**src/rtl/uart_rx_frame_ctrl.sv**
```systemverilog
// Frames UART bytes (SYNC ADDR LEN payload CHK) into register writes.
// Optional `FRAME_ERR_CNT_EN adds a saturating err_cnt output.
module uart_rx_frame_ctrl #(
  parameter logic [7:0] SYNC_BYTE    = 8'hA5,
  parameter int         MAX_LEN      = 8,
  parameter int         TIMEOUT_CLKS = 21700
) (
  input  logic       clk,
  input  logic       rst_n,
  input  logic       rx_valid,
  input  logic [7:0] rx_data,
  output logic       wr_valid,
  input  logic       wr_ready,
  output logic [7:0] wr_addr,
  output logic [7:0] wr_data,
  output logic       frame_ok,
  output logic       frame_err,
  output logic [1:0] err_code,
  output logic       busy
`ifdef FRAME_ERR_CNT_EN
  ,
  output logic [7:0] err_cnt
`endif
);

  localparam int IW = (MAX_LEN > 1) ? $clog2(MAX_LEN) : 1;
  localparam int TW =
    (TIMEOUT_CLKS > 1) ? $clog2(TIMEOUT_CLKS) : 1;
  localparam logic [TW-1:0] T_LAST = TW'(TIMEOUT_CLKS - 1);
  localparam logic [7:0] LEN_MAX = 8'(MAX_LEN);

  typedef enum logic [2:0] {
    HUNT, ADDR, LEN, PAYLOAD, CHK, DRAIN
  } state_t;

  state_t        state_q, state_d;
  logic [7:0]    base_q, base_d;
  logic [7:0]    len_q, len_d;
  logic [7:0]    idx_q, idx_d;
  logic [7:0]    chk_q, chk_d;
  logic [TW-1:0] tcnt_q, tcnt_d;
  logic [7:0]    pbuf [MAX_LEN];
  logic          buf_we;
  logic          wr_valid_d;
  logic [7:0]    wr_addr_d, wr_data_d;
  logic          ok_d, err_d;
  logic [1:0]    code_d;
  logic          in_frame, tmo, last;
  logic [7:0]    nidx;

  assign in_frame = (state_q == ADDR) || (state_q == LEN) ||
                    (state_q == PAYLOAD) || (state_q == CHK);
  assign tmo  = (tcnt_q == T_LAST);
  assign last = (idx_q == len_q - 8'd1);
  assign nidx = idx_q + 8'd1;
  assign busy = (state_q != HUNT);

  // a byte on the terminal-count cycle clears the counter instead
  assign tcnt_d = (in_frame && !rx_valid && !tmo)
                ? tcnt_q + TW'(1) : '0;

  always_comb begin
    state_d    = state_q;
    base_d     = base_q;
    len_d      = len_q;
    idx_d      = idx_q;
    chk_d      = chk_q;
    buf_we     = 1'b0;
    wr_valid_d = wr_valid;
    wr_addr_d  = wr_addr;
    wr_data_d  = wr_data;
    ok_d       = 1'b0;
    err_d      = 1'b0;
    code_d     = err_code;
    unique case (state_q)
      HUNT: begin
        if (rx_valid && rx_data == SYNC_BYTE) begin
          state_d = ADDR;
          chk_d   = '0;
        end
      end
      ADDR: begin
        if (rx_valid) begin
          base_d  = rx_data;
          chk_d   = chk_q ^ rx_data;
          state_d = LEN;
        end else if (tmo) begin
          err_d = 1'b1; code_d = 2'd2; state_d = HUNT;
        end
      end
      LEN: begin
        if (rx_valid) begin
          if (rx_data == 8'd0 || rx_data > LEN_MAX) begin
            err_d = 1'b1; code_d = 2'd0; state_d = HUNT;
          end else begin
            len_d   = rx_data;
            chk_d   = chk_q ^ rx_data;
            idx_d   = '0;
            state_d = PAYLOAD;
          end
        end else if (tmo) begin
          err_d = 1'b1; code_d = 2'd2; state_d = HUNT;
        end
      end
      PAYLOAD: begin
        if (rx_valid) begin
          buf_we = 1'b1;
          chk_d  = chk_q ^ rx_data;
          idx_d  = nidx;
          if (last) state_d = CHK;
        end else if (tmo) begin
          err_d = 1'b1; code_d = 2'd2; state_d = HUNT;
        end
      end
      CHK: begin
        if (rx_valid) begin
          if (rx_data == chk_q) begin
            ok_d       = 1'b1;
            idx_d      = '0;
            wr_valid_d = 1'b1;
            wr_addr_d  = base_q;
            wr_data_d  = pbuf[0];
            state_d    = DRAIN;
          end else begin
            err_d = 1'b1; code_d = 2'd1; state_d = HUNT;
          end
        end else if (tmo) begin
          err_d = 1'b1; code_d = 2'd2; state_d = HUNT;
        end
      end
      DRAIN: begin
        if (rx_valid) begin
          err_d = 1'b1; code_d = 2'd3;
        end
        if (wr_valid && wr_ready) begin
          if (last) begin
            wr_valid_d = 1'b0;
            idx_d      = '0;
            state_d    = HUNT;
          end else begin
            idx_d     = nidx;
            wr_addr_d = base_q + nidx;
            wr_data_d = pbuf[nidx[IW-1:0]];
          end
        end
      end
      default: state_d = HUNT;
    endcase
  end

  always_ff @(posedge clk or negedge rst_n) begin
    if (!rst_n) begin
      state_q   <= HUNT;
      base_q    <= '0;
      len_q     <= '0;
      idx_q     <= '0;
      chk_q     <= '0;
      tcnt_q    <= '0;
      wr_valid  <= 1'b0;
      wr_addr   <= '0;
      wr_data   <= '0;
      frame_ok  <= 1'b0;
      frame_err <= 1'b0;
      err_code  <= '0;
    end else begin
      state_q   <= state_d;
      base_q    <= base_d;
      len_q     <= len_d;
      idx_q     <= idx_d;
      chk_q     <= chk_d;
      tcnt_q    <= tcnt_d;
      wr_valid  <= wr_valid_d;
      wr_addr   <= wr_addr_d;
      wr_data   <= wr_data_d;
      frame_ok  <= ok_d;
      frame_err <= err_d;
      err_code  <= code_d;
    end
  end

  always_ff @(posedge clk or negedge rst_n) begin
    if (!rst_n) begin
      for (int i = 0; i < MAX_LEN; i++) pbuf[i] <= '0;
    end else if (buf_we) begin
      pbuf[idx_q[IW-1:0]] <= rx_data;
    end
  end

`ifdef FRAME_ERR_CNT_EN
  always_ff @(posedge clk or negedge rst_n) begin
    if (!rst_n) begin
      err_cnt <= '0;
    end else if (err_d && err_cnt != 8'hFF) begin
      err_cnt <= err_cnt + 8'd1;
    end
  end
`endif

endmodule

```
**config.mk**
```make
export PLATFORM = sky130hd
export DESIGN_NAME = uart_rx_frame_ctrl
export DESIGN_NICKNAME = d
export VERILOG_FILES = /design/src/rtl/uart_rx_frame_ctrl.sv
export SDC_FILE = /design/constraint.sdc
export NUM_CORES = 1
export LEC_CHECK = 0
export CAP_MARGIN = 20
export CORE_UTILIZATION = 30
export DETAILED_ROUTE_END_ITERATION = 10
export SLEW_MARGIN = 20
export SYNTH_ARGS = -nofsm -noshare
export SYNTH_HDL_FRONTEND = slang
export SYNTH_SLANG_ARGS = --single-unit
```
**constraint.sdc**
```tcl
create_clock -name clk -period 7.72 [get_ports clk]
set_input_delay 1.158 -clock clk [delete_from_list [all_inputs] [get_ports clk]]
set_output_delay 1.158 -clock clk [all_outputs]
set_load 0.01 [all_outputs]
```
==> out/results.ini, run 1 <==
[synthesis]
synth-seq-cells = 135
synth_top_family_by_area = multiplexers
synth_top_cell_by_area = dfrtp_1
synth.most_common_cell = dfrtp_1
synth_xor_area_frac = 0.0528
yosys.area_share.simple = 0.128
synth_common_cells = 135 x dfrtp_1, 82 x mux2_2, 59 x nand2_1
synthMuxAreaShare = 0.213
synth-edff-count = 0
synth-main-ff-cell = dfrtp_1
syn_inst = 615
avgSynthCellArea_um2 = 11.5
yosys.area.top_type_share = 0.476
ys_types = 62
yosysWarnings = 0
synth_compound_area_frac = 0.0801
synth_fa_ha_area_frac = 0.0205
syn_area_um2 = 7090
synth.area.top_cells = dfrtp_1 48%, mux2_2 13%, mux4_2 5.1%, nand2_1 3.1%, xor2_1 2.8%
yosysSeqAreaShare = 0.476
syn_nets = 638
synthArstFlopShare = 1.00

[floorplan]
initial_core_util = 0.309
rows = 55
core_um2 = 22900
die_h_um = 156
die_w_um = 156
die_area_um2 = 24300
num_io_pins = 34

[global_route]
grt-ovfl-total = 0
grt_max_degree = 80
grt_first_pass_wirelength_um = 27200
grtUsageTotal = 0.147
antenna_found_initial = 0
first_global_vias = 4915

[clock_tree]
cts_setup_buffers = 0
cts-htree-levels = 4
clk_pin_slew_worst_paths_ns = 0.06
hold_buffers = 0
ctsResizeCount = 0
ctsLongestPathBuffers = 2
cts_tree = built
cts-root-buf = clkbuf_16
cts_buffers = 17
clock_latency_ns = 0.43
clock_sinks = 135

[sta]
tightest_slew_ns = 0.981
fmax_mhz = 284
final.setup_skew_ns = 0.0137
slew_headroom = 0.345
slew_viol_final = 0
tns_ns = 0
period_share = 0.457
setup_viol_count_final = 0
hold_viol_final = 0
fin_crit_ns = 3.53
rsz0062_at_grt = false

[power_and_ir_drop]
irDropWorstVdd_v = 0.000166
netSwitchingFraction = 0.340
combPwrFrac = 0.327
power_frac_clock = 0.303
p_per_area_nw_per_um2 = 341
leakage_nw = 3.66
power.internal_mw = 1.87
power_frac_seq = 0.369
switching_power_uw = 963

[setup_path]
crit_type = in2reg
critPathMaxFanout = 14
cp.arrival_ns = 3.83
crit_path_end_kind = flip-flop
required_ns = 8.03
startpoint_type = primary input

[place]
dp_hpwl_um = 10800
postPlaceCellArea_um2 = 7680
globalplace.congestion = 0.763
port_buffers = 33

[layout]
design_area_um2 = 8300
antenna_cells = 0
register_area_um2 = 3380
final_nets = 662
area_growth_pct = 17.0
fillers = 2241
multi_input_area_um2 = 3510
drive_above_1_share = 0.238

[run]
drv_cap = 0

[detailed_routing]
via_per_inst = 4.94
drt_first_pass_iters = 4
wl_um = 16400
ant_nets = 0
drc = 0
wire_per_inst_um = 17.0
vias = 4758
drt_iter0_drc = 316

[outcome]
status = complete, no violations

[hold_path]
hp-class = reg2reg

[kinds of logic after synthesis]
| group | after synthesis |
|---|---|
| AOI/OAI and AO/OA | 90 |
| DFF | 135 |
| adders and majority gates | 11 |
| buffers and inverters | 44 |
| muxes | 116 |
| xor gates and xnor gates | 41 |
| and+or+nand+nor | 178 |
[final cells by class]
type	instances	share of cell area
Clock buffer	19	0.0534
Tap cell	313	0.0472
Clock inverter	11	0.0211
Timing Repair Buffer	35	0.0418
Inverter	14	0.00633
Multi-Input combinational cell	436	0.423
Sequential cell	135	0.407
[stage by stage]
step / total power [mW] / util / hold WS, ns / setup WS, ns / cells
floorplan: 1.73 / - / 0.455 / 4.98 / 615
global placement: 1.97 / 0.335 / 0.482 / 3.77 / 933
detailed placement: 1.99 / 0.335 / 0.487 / 3.77 / 933
CTS: 2.86 / 0.362 / 0.495 / 4.20 / 963
global route: 3.02 / 0.362 / 0.506 / 3.94 / 963
finish: 2.83 / 0.362 / 0.490 / 4.19 / 963
[state kept, by name (all words and copies together), names as in the netlist, 2 cells and up]
register / count
base_q: 8
err_code: 2
tcnt_q: 15
len_q: 8
wr_addr: 8
idx_q: 8
state_q: 3
pbuf: 64
wr_data: 8
chk_q: 8
[cells in the final DEF (no fill, tap or decap), types with 5 or more instances in the layout]
master	netlist	routed
nand4_1	5	5
o22ai_1	6	6
mux4_2	16	16
xor2_1	23	23
nor3_1	9	9
ha_1	10	10
clkbuf_16	0	17
inv_1	14	14
and3_1	6	6
clkdlybuf4s50_1	0	32
dfrtp_1	135	135
a21o_1	9	9
o21ai_0	36	36
a21oi_1	13	13
mux2i_1	8	8
nor2_1	35	35
mux2_4	10	10
nor3b_1	8	8
nand2_1	59	59
nand3_1	20	20
mux2_2	82	82
xnor2_1	16	16
[worst max-delay path: stages]
cell             delay, ns
clkdlybuf4s50_1       0.78
xor2_1                0.29
nor4_1                0.30
nand4_1               0.24
nor3_2                0.43
nor2_1                0.26
o41ai_1               0.37
[per-layer routing]
layer  GRT usage  wire, µm  up-vias
met3      0.0267       395       14
met1       0.185      7460     2414
met5           0         0        -
met2       0.252      8330       63
met4      0.0518       211        0
li1            -         -     2267
[power groups by stage]
stage | combinational, mW | clock, mW | sequential, mW
floorplan | 0.757 | 0 | 0.978
global placement | 0.916 | 0 | 1.05
detailed placement | 0.931 | 0 | 1.05
CTS | 0.938 | 0.880 | 1.04
global route | 1.04 | 0.907 | 1.07
finish | 0.928 | 0.859 | 1.05
[final timing paths]
path / start / end / slack [ns] / depth (start not counted)
max in group asynchronous: rst_n / tcnt_q[2] / 5.69 / 2
max: rx_data[7] / idx_q[7] / 4.19 / 7
min reg2reg: tcnt_q[0] / tcnt_q[0] / 0.49 / 1
min: tcnt_q[0] / tcnt_q[0] / 0.49 / 1
max reg2reg: idx_q[1] / wr_addr[7] / 4.34 / 9
min in group asynchronous: rst_n / wr_data[4] / 0.77 / 1
No activity file was read; power rests on OpenSTA's default activity.
==> inputs of run 2 (changes only) <==
Clock period 7.72 ns to 3.05 ns, I/O delays scaled along.
==> out/results.ini, run 2 (same netlist as run 1, synthesis figures left out) <==
[clock_tree]
ctsLongestPathBuffers = 2
cts_setup_buffers = 0
cts_buffers = 17
cts-htree-levels = 4
clk_pin_slew_worst_paths_ns = 0.06
cts-root-buf = clkbuf_16
clock_sinks = 135
clock_latency_ns = 0.42
cts_tree = built

[detailed_routing]
drt_iter0_drc = 271
via_per_inst = 4.89
drc = 0
wire_per_inst_um = 16.4
ant_nets = 0
wl_um = 16400
drt_first_pass_iters = 6
vias = 4885

[setup_path]
cp_slowest_cell = a21oi_4
critPathMaxStageDelay_ns = 0.61
crit_type = reg2reg
critPathMaxFanout = 16
path_cells = inv_1 > ha_1 > buf_4 > or3_2 > nand3_1 > nor2_1 > nor2_2 > o21ai_2 > a21oi_4 > mux2_2
startpoint_type = flip-flop
cp.arrival_ns = 3.12
crit_path_end_kind = flip-flop
critPathTopFamily = compound AO/OA/AOI/OAI gates
crit_buf_inv = 2
required_ns = 3.36

[floorplan]
die_w_um = 156
initial_core_util = 0.309
num_io_pins = 34
die_area_um2 = 24300
die_h_um = 156
core_um2 = 22900
rows = 55

[layout]
largest_register_ffs = 64
regMostFlops = pbuf
design_area_um2 = 8520
final_common_cell = dfrtp_1
drive_above_1_share = 0.277
mostFrequentLayoutCells = 135 x dfrtp_1, 82 x mux2_2, 59 x nand2_1, 36 x o21ai_0
area_growth_pct = 20.2
antenna_cells = 0
top_regs = pbuf: 64 flops, tcnt_q: 15 flops
final_nets = 697

[sta]
rsz0062_at_grt = false
slew_viol_final = 0
tightest_slew_ns = 0.708
period_share = 0.924
hold_ws_ns = 0.480
setup_viol_count_final = 0
slew_headroom = 0.527
tns_ns = 0
final.setup_skew_ns = 0.0135
fin_crit_ns = 2.82
hold_viol_final = 0
fmax_mhz = 355

[place]
globalplace.congestion = 0.780
dp_hpwl_um = 11100
port_buffers = 33
postPlaceCellArea_um2 = 7950

[power_and_ir_drop]
power_frac_seq = 0.362
leakage_nw = 3.82
netSwitchingFraction = 0.350
irDropWorstVdd_v = 0.000438
power.internal_mw = 4.63
switching_power_mw = 2.49
power_frac_clock = 0.279
p_per_area_nw_per_um2 = 835
combPwrFrac = 0.360

[global_route]
first_global_vias = 5018
grt_max_degree = 69
grt-ovfl-total = 0
grt_first_pass_wirelength_um = 26800
grtUsageTotal = 0.145
antenna_found_initial = 0

[run]
drv_cap = 0

[outcome]
status = complete, no violations

[hold_path]
hp-class = reg2reg

run 2: changes by cell type in the layout (fill, tap and decap cells not counted), sizes merged:
cell / previous run / this run
buf: 3 / 37
inv: 15 / 19
clkbuf: 19 / 20
dlygate4sd3: 0 / 1
bufinv: 4 / 1
run 2: power by group through the flow:
| stage | clock (mW) | sequential (mW) | combinational, mW |
|---|---|---|---|
| after floorplan | 0 | 2.48 | 1.92 |
| after global placement | 0 | 2.59 | 2.54 |
| after detailed placement | 0 | 2.60 | 2.57 |
| after CTS | 2.04 | 2.57 | 2.58 |
| after global routing | 2.11 | 2.64 | 2.83 |
| final | 1.98 | 2.57 | 2.56 |
run 2: metal layers:
metal	track usage	vias up	part of all wire
met5	0	-	0
li1	-	2323	-
met2	0.247	82	0.50
met1	0.182	2466	0.46
met4	0.0476	0	0.011
met3	0.0306	14	0.028
run 2: final timing paths:
check | start | end | slack, ns | cells past startpoint
worst min register to register | tcnt_q[0] | tcnt_q[0] | 0.48 | 1
worst max-delay path | len_q[0] | wr_data[0] | 0.23 | 10
min in group asynchronous | rst_n | pbuf[47] | 0.49 | 2
max in group asynchronous | rst_n | state_q[0] | 1.76 | 3
worst min-delay path | tcnt_q[0] | tcnt_q[0] | 0.48 | 1
worst max register to register | len_q[0] | wr_data[0] | 0.23 | 10
run 2: what timing repair did:
action                                 4_1_cts  5_1_grt
hold buffers                                 1        0
endpoints found under the hold margin       33        0
resized for setup                            0        0
run 2: area by class of cell:
class                           count  area (µm²)
Clock buffer                       20         447
Sequential cell                   135        3380
Timing Repair Buffer               70         624
Clock inverter                     12         116
Multi-Input combinational cell    436        3510
Tap cell                          313         392
Fill cell                        2224       14400
Inverter                           14        52.6
run 2: per-stage QoR:
| step | worst slack [ns] | total power, mW | util | cells |
|---|---|---|---|---|
| finish | 0.232 | 7.11 | 0.372 | 1000 |
| global route | 0.0702 | 7.58 | 0.372 | 1000 |
| CTS | 0.202 | 7.19 | 0.372 | 1000 |
| detailed placement | 0.232 | 5.17 | 0.347 | 967 |
| global placement | 0.223 | 5.12 | 0.347 | 967 |
| floorplan | 0.355 | 4.39 | - | 615 |
==> inputs of run 3 (changes only) <==
Settings changed: CORE_ASPECT_RATIO set to 0.7.
==> out/results.ini, run 3 (same netlist as run 1, synthesis figures left out) <==
[outcome]
status = complete, no violations

[clock_tree]
cts-root-buf = clkbuf_16
clock_sinks = 135
ctsLongestPathBuffers = 2
hold_buffers = 0
cts_buffers = 17
cts-htree-levels = 4
ctsResizeCount = 0
cts_tree = built
cts_setup_buffers = 0
clock_latency_ns = 0.42
clk_pin_slew_worst_paths_ns = 0.06

[place]
postPlaceCellArea_um2 = 7960
globalplace.congestion = 0.814
port_buffers = 33
dp_hpwl_um = 11700
dp.cells = 968
dp_slack_ns = 0.202

[sta]
rsz0062_at_grt = false
fmax_mhz = 354
slew_viol_final = 0
period_share = 0.927
tightest_slew_ns = 0.815
final.setup_skew_ns = 0.00987
setup_viol_count_final = 0
slew_headroom = 0.452
worst_slack_ns = 0.223
hold_viol_final = 0
tns_ns = 0
fin_crit_ns = 2.83

[floorplan]
die_w_um = 186
core_um2 = 22900
die_h_um = 131
rows = 46
initial_core_util = 0.310
die_area_um2 = 24300
num_io_pins = 34

[power_and_ir_drop]
irDropWorstVdd_v = 0.000453
p_per_area_nw_per_um2 = 851
leakage_nw = 3.83
p_total_mw = 7.29

[setup_path]
path_cells = inv_1 > ha_1 > or3b_1 > a211oi_2 > o211ai_1 > nor2_2 > o21ai_2 > a21oi_4 > buf_4 > mux2_2
crit_buf_inv = 2
critPathMaxFanout = 16
required_ns = 3.36
critPathTopFamily = compound AO/OA/AOI/OAI gates
crit_path_end_kind = flip-flop
startpoint_type = flip-flop
critPathMaxStageDelay_ns = 0.42
cp.arrival_ns = 3.13
r2r_slack_ns = 0.22
cp_slowest_cell = dfrtp_1
crit_type = reg2reg

[detailed_routing]
drt_iter0_drc = 386
wire_per_inst_um = 17.1
via_per_inst = 4.95
vias = 4944
wl_um = 17000
drt_first_pass_iters = 5
ant_nets = 0
drc = 0

[layout]
design_area_um2 = 8560
mostFrequentLayoutCells = 135 x dfrtp_1, 82 x mux2_2, 59 x nand2_1, 37 x buf_4, 36 x o21ai_0
top_regs = pbuf: 64 flops, tcnt_q: 15 flops
antenna_cells = 0
fin_cells = 999
final_nets = 698
largest_register_ffs = 64
drive_above_1_share = 0.279
area_growth_pct = 20.7
final_common_cell = dfrtp_1
regMostFlops = pbuf

[hold_path]
hp-class = in2async

[global_route]
grtUsageTotal = 0.153
grt_first_pass_wirelength_um = 27700
first_global_vias = 4779
antenna_found_initial = 0
grt_max_degree = 66
grt-ovfl-total = 0

[run]
drv_cap = 0

run 3: cell types whose count changed in the layout (fill, tap and decap cells not counted), sizes merged:
| cell | before | now |
|---|---|---|
| dlygate4sd3 | 1 | 0 |
| inv | 19 | 16 |
| clkbuf | 20 | 22 |
| bufinv | 1 | 2 |
| clkinvlp | 2 | 4 |
| buf | 37 | 39 |
| clkinv | 4 | 1 |
run 3: report_power, final:
| group | switching, mW | internal (mW) | total, mW | leakage, nW |
|---|---|---|---|---|
| sequential | 0.343 | 2.22 | 2.57 | 1.80 |
| clock | 0.802 | 1.29 | 2.09 | 0.281 |
| combinational | 1.38 | 1.25 | 2.63 | 1.74 |
run 3: worst paths after layout:
check                           startpoint    endpoint  cells past startpoint
worst max-delay path              len_q[0]  wr_data[0]                     10
worst min-delay path                 rst_n  wr_addr[1]                      1
worst max register to register    len_q[0]  wr_data[0]                     10
worst min register to register   tcnt_q[0]   tcnt_q[0]                      1
max in group asynchronous            rst_n   tcnt_q[6]                      2
min in group clk                 tcnt_q[0]   tcnt_q[0]                      1
run 3: layout make-up:
| cell class | count | area (µm²) |
|---|---|---|
| clock buffer | 22 | 484 |
| clock inverter | 9 | 116 |
| fill | 2272 | 14300 |
| inverter | 14 | 52.6 |
| multi-input combinational | 436 | 3510 |
| sequential | 135 | 3380 |
| tap | 312 | 390 |
| timing repair buffer | 71 | 629 |
run 3: worst register-to-register path, stage by stage (launching register included):
cell	delay, ns
dfrtp_1	0.42
inv_1	0.07
ha_1	0.31
or3b_1	0.39
a211oi_2	0.22
o211ai_1	0.17
nor2_2	0.15
o21ai_2	0.14
a21oi_4	0.16
buf_4	0.31
mux2_2	0.39
run 3: per-stage QoR:
| stage | hold slack, ns | util |
|---|---|---|
| after floorplan | 0.162 | - |
| after global placement | 0.481 | 0.348 |
| after detailed placement | 0.479 | 0.348 |
| after CTS | 0.0468 | 0.374 |
| after global routing | 0.0720 | 0.374 |
| final | 0.0297 | 0.374 |
run 3: per-layer routing:
metal | track usage | wire length (µm)
met3 | 0.0371 | 970
met4 | 0.0405 | 150
met2 | 0.196 | 6530
met1 | 0.246 | 9390
met5 | 0 | 0
